File: src/rtl/nibble_serial_add_ctrl.sv
`default_nettype none
// ============================================================================
//  Module      : nibble_serial_add_ctrl
//  Description : Multi-cycle sequencer that performs a WIDTH-bit addition on
//                one shared external 4-bit adder. It sends one nibble per
//                clock, least-significant nibble first. The carry between
//                nibbles is held in a register.
//  Revision    : 1.0  initial release
// ----------------------------------------------------------------------------
//  Parameters
//    WIDTH     operand/result width in bits (multiple of 4, >= 4)
//  Optional feature
//    SERIAL_SUB_EN  when defined, adds input `sub`. If sub=1 at start, the
//                   block computes A-B in two's complement (cout=1: no borrow).
//  Ports
//    clk       in   rising-edge clock
//    rst_n     in   synchronous reset, active low
//    start     in   request, sampled only while idle
//    op_a      in   [WIDTH] operand A, latched on accepted start
//    op_b      in   [WIDTH] operand B, latched on accepted start
//    cin       in   carry-in, latched on accepted start
//    sub       in   subtract select (only with SERIAL_SUB_EN)
//    busy      out  high while nibbles are being processed
//    done      out  one-cycle pulse, result/cout valid
//    result    out  [WIDTH] sum, held until next accepted start
//    cout      out  final carry, held with result
//    add_a     out  [4] adder operand a
//    add_b     out  [4] adder operand b
//    add_cin   out  adder carry-in
//    add_sum   in   [4] adder sum (combinational return)
//    add_cout  in   adder carry-out
// ============================================================================
module nibble_serial_add_ctrl #(
  parameter int WIDTH = 16
) (
  input  logic             clk,
  input  logic             rst_n,
  input  logic             start,
  input  logic [WIDTH-1:0] op_a,
  input  logic [WIDTH-1:0] op_b,
  input  logic             cin,
`ifdef SERIAL_SUB_EN
  input  logic             sub,
`endif
  output logic             busy,
  output logic             done,
  output logic [WIDTH-1:0] result,
  output logic             cout,
  output logic [3:0]       add_a,
  output logic [3:0]       add_b,
  output logic             add_cin,
  input  logic [3:0]       add_sum,
  input  logic             add_cout
);

  localparam int c_NIB  = WIDTH / 4;
  localparam int c_IDXW = (c_NIB > 1) ? $clog2(c_NIB) : 1;
  localparam logic [c_IDXW-1:0] c_LAST = c_IDXW'(c_NIB - 1);

  typedef enum logic [1:0] {
    c_IDLE = 2'd0,
    c_RUN  = 2'd1,
    c_DONE = 2'd2
  } state_t;

  state_t             r_state;
  state_t             w_state_nxt;

  logic [WIDTH-1:0]   r_a;
  logic [WIDTH-1:0]   r_b;
  logic               r_carry;
  logic [c_IDXW-1:0]  r_idx;
  logic [WIDTH-1:0]   r_result;
  logic               r_cout;

  logic               w_accept;
  logic               w_last;
  logic [WIDTH-1:0]   w_b_load;
  logic               w_c_load;

  // --------------------------------------------------------------------------
  // Operand B and the initial carry as they are loaded at start. In subtract
  // mode, B is inverted and the carry is forced to 1. This gives A + ~B + 1 = A - B.
  // --------------------------------------------------------------------------
`ifdef SERIAL_SUB_EN
  assign w_b_load = sub ? ~op_b : op_b;
  assign w_c_load = sub ? 1'b1  : cin;
`else
  assign w_b_load = op_b;
  assign w_c_load = cin;
`endif

  assign w_accept = (r_state == c_IDLE) && start;
  assign w_last   = (r_idx == c_LAST);

  // --------------------------------------------------------------------------
  // State register
  // --------------------------------------------------------------------------
  always_ff @(posedge clk) begin
    if (!rst_n) begin
      r_state <= c_IDLE;
    end else begin
      r_state <= w_state_nxt;
    end
  end

  // --------------------------------------------------------------------------
  // Next-state and output decode. The adder ports are zero outside RUN, so
  // the shared adder sees no activity from this block while it is idle.
  // --------------------------------------------------------------------------
  always_comb begin
    w_state_nxt = r_state;
    busy        = 1'b0;
    done        = 1'b0;
    add_a       = 4'd0;
    add_b       = 4'd0;
    add_cin     = 1'b0;

    case (r_state)
      c_IDLE: begin
        if (start) begin
          w_state_nxt = c_RUN;
        end
      end
      c_RUN: begin
        busy    = 1'b1;
        add_a   = r_a[r_idx*4 +: 4];
        add_b   = r_b[r_idx*4 +: 4];
        add_cin = r_carry;
        if (w_last) begin
          w_state_nxt = c_DONE;
        end
      end
      c_DONE: begin
        done        = 1'b1;
        w_state_nxt = c_IDLE;
      end
      default: begin
        w_state_nxt = c_IDLE;
      end
    endcase
  end

  // --------------------------------------------------------------------------
  // Datapath: load the operands on an accepted start. In each RUN cycle,
  // capture one sum nibble and the carry for the next nibble. The carry out
  // of the last nibble becomes the final cout.
  // --------------------------------------------------------------------------
  always_ff @(posedge clk) begin
    if (!rst_n) begin
      r_a      <= '0;
      r_b      <= '0;
      r_carry  <= 1'b0;
      r_idx    <= '0;
      r_result <= '0;
      r_cout   <= 1'b0;
    end else if (w_accept) begin
      r_a      <= op_a;
      r_b      <= w_b_load;
      r_carry  <= w_c_load;
      r_idx    <= '0;
      r_result <= '0;
    end else if (r_state == c_RUN) begin
      r_result[r_idx*4 +: 4] <= add_sum;
      r_carry                <= add_cout;
      r_idx                  <= r_idx + c_IDXW'(1);
      if (w_last) begin
        r_cout <= add_cout;
      end
    end
  end

  assign result = r_result;
  assign cout   = r_cout;

endmodule
`default_nettype wire

File: config.mk
export PLATFORM = sky130hd
export DESIGN_NAME = nibble_serial_add_ctrl
export DESIGN_NICKNAME = d
export VERILOG_FILES = /design/src/rtl/nibble_serial_add_ctrl.sv
export SDC_FILE = /design/constraint.sdc
export NUM_CORES = 1
export LEC_CHECK = 0
export ABC_CLOCK_PERIOD_IN_PS = 4700
export CORE_UTILIZATION = 40
export CTS_BUF_LIST = sky130_fd_sc_hd__clkbuf_4 sky130_fd_sc_hd__clkbuf_8
export CTS_CLUSTER_SIZE = 14
export DETAILED_ROUTE_END_ITERATION = 16
export DONT_BUFFER_PORTS = 1
export GPL_ROUTABILITY_DRIVEN = 0
export SLEW_MARGIN = 25
export SYNTH_ARGS = -nofsm -noshare
export SYNTH_HDL_FRONTEND = slang
export SYNTH_SLANG_ARGS = --single-unit
File: constraint.sdc
create_clock -name clk -period 4.7 [get_ports clk]
set_clock_uncertainty 0.2 [all_clocks]
set_input_delay 1.41 -clock clk [delete_from_list [all_inputs] [get_ports clk]]
set_output_delay 1.41 -clock clk [all_outputs]
set_load 0.01 [all_outputs]
==> results.toml <==
[status]
status = "finished clean"

[setup_path]
arrival_ns = 2.12
path_cells = "mux4_1 > and2_1"
cp_max_fo = 17
startpoint_type = "flip-flop"
critPathTopFamily = "flip-flops"
crit_required_ns = 3.09
slowest_stage = "dfxtp_1"
crit_type = "reg -> out"
critical_path_buf_inv_count = 0
cp-end-kind = "primary output"
cpPeakStageDelay_ns = 0.97

[die]
coreArea_mm2 = 0.00599
core.rowCount = 28
ios = 69
start_util_pct = 41.9
die_w_um = 81.2
die_h_um = 81.2
dieArea_mm2 = 0.00660

[clock_tree]
cts_setup_buffers = 0
hold_buffers = 0
cts.repair.resized = 0
cts_tree = "done"
insertion_delay_ns = 0.30
cts_sinks = 54
ctsLongestPathBuffers = 2
numCtsBuffers = 5
ctsHtreeMaxLevel = 2
cts_root_buf = "clkbuf_8"
clkSlewWorstSetupHoldPaths_ns = 0.09

[place]
port_buffers = 0
dp_cells = 331
placed_area_mm2 = 0.00247
pre_cts_ws_ns = 1.26
place_hpwl_mm = 3.55

[yosys]
syn_inst = 274
synth.distinct_cells = 30
syn_avg_cell_area_um2 = 9.16
ys_warn_count = 0
ys_seq_area_share_pct = 43.0
ys.flop_type = "dfxtp_1"
synth-edff-count = 0
synthArstFlopShare_pct = 0
synthesis.nets = 321
synth_area_mm2 = 0.00251
ys_ff_latch = 54

[grt]
top_usage_layer = "met2"
gr-usage-all-layers_pct = 16.9
grt_overflow = 0
grt_pass1_wl_mm = 8.38
grt_use_met3_pct = 5.51
grtUsageMet2_pct = 28.7
grt_antenna_before_repair = 0
grt_pass1_vias = 1734
grt_start_max_net_pins = 38
use_met1_pct = 20.4

[final_layout]
diodes = 0
postLayoutCellArea_mm2 = 0.00259
area_growth_pct = 3.09
fin_nets = 310
drive_gt1_share_pct = 7.58
final_cell_count_no_fill = 339
nFillCells = 599

[routing]
vias_per_cell = 5.32
drc = 0
wirelength_mm = 5.26
ant_nets = 0
drtIter0Drc = 75
first_pass_iters = 4
wire_per_inst_um = 15.5
dr_total_vias = 1804

[sta]
period_needed_ns = 3.73
relSlewSlack_pct = 34.7
tightest_slew_ns = 0.979
rsz0062_at_grt = "no"
final_hold_viol_count = 0
fmax_mhz = 268
slew_violations = 0
worst_hold_slack_ns = 0.253
final.setup.tns_ns = 0
period_share_pct = 79.3
setup_slack_ns = 0.973
setup_violations = 0

[run]
maxCapViolCount = 0

[power]
ir_drop_mv = 0.123
powerDensity_mw_per_mm2 = 345
p_leak_nw = 0.915

[min_path]
hold_path_class = "reg -> reg"
-- cell usage after synthesis (5+ instances only) --
cell,instances,area share [%]
a21boi_1,30,9.0
a21oi_1,20,4.0
and2_1,10,2.5
buf_2,5,1.0
buf_6,7,3.1
clkbuf_1,6,0.90
dfxtp_1,54,43
ha_1,6,3.0
nand2_1,85,13
nand4_1,16,4.0
-- path summary, 6_finish.rpt --
path | from | end | slack, ns | depth (start not counted)
worst max-delay path | r_idx[0] | add_b[0] | 0.97 | 2
worst min-delay path | r_a[6] | r_a[6] | 0.25 | 2
worst max register to register | r_idx[0] | result[15] | 2.01 | 5
worst min register to register | r_a[6] | r_a[6] | 0.25 | 2
-- layout by cell type, fill, tap and decap left out, drive strengths merged, types with 6 or more instances in the layout --
master	count
dfxtp	54
nand2	86
mux4	8
a21boi	33
ha	6
a21oi	20
clkbuf	7
and2	10
nand4	16
-- cell type report --
| type | instances | area [µm²] | share of cell area (%) |
|---|---|---|---|
| clock buffer | 7 | 83.8 | 3.24 |
| clock inverter | 1 | 30.0 | 1.16 |
| inverter | 4 | 15.0 | 0.580 |
| multi-input combinational | 196 | 1270 | 49.1 |
| sequential | 54 | 1080 | 41.8 |
| tap | 75 | 93.8 | 3.62 |
| timing repair buffer | 2 | 15.0 | 0.580 |
-- worst reg2reg max path, delay by kind of cell (launching register included) --
| family | cells | cell delay (ns) |
|---|---|---|
| AOI/OAI and AO/OA | 1 | 0.20 |
| buffers and inverters | 1 | 0.24 |
| adders and majority gates | 1 | 0.44 |
| DFF | 1 | 0.97 |
| and+or+nand+nor | 2 | 0.58 |
-- logic make-up (layout without fill, tap and decap cells) --
family / after synthesis / in the layout / synth area share, %
mux: 8 / 8 / 7.77
fa+ha+maj: 6 / 6 / 2.99
buf+inv: 24 / 14 / 6.63
compound gates: 56 / 56 / 14.6
flops: 54 / 54 / 43.0
simple gates: 126 / 126 / 25.0
-- flip-flops by register name, indices dropped and copies added (netlist names) --
register  cells
cout          1
r_a          16
r_b          16
r_carry       1
r_idx         2
r_state       2
result       16
-- where the power goes --
group | internal (mW) | total (mW) | switching (mW) | leakage [nW]
Clock | 0.171 | 0.316 | 0.145 | 0.0593
Combinational | 0.0353 | 0.0840 | 0.0488 | 0.415
Sequential | 0.477 | 0.493 | 0.0160 | 0.441
Total | 0.684 | 0.894 | 0.210 | 0.915
-- through the flow --
stage	total power, mW	util [%]
floorplan	0.585	-
global placement	0.588	41.3
detailed placement	0.590	41.3
CTS	0.909	43.2
global route	0.937	43.2
finish	0.894	43.2
-- layer usage --
metal  share of wire (%)  routed length [µm]
met1                  45                2350
met2                  49                2570
met3                 6.2                 324
met4                0.29                  15
met5                   0                   0
Power figures use the tool's default switching activity.
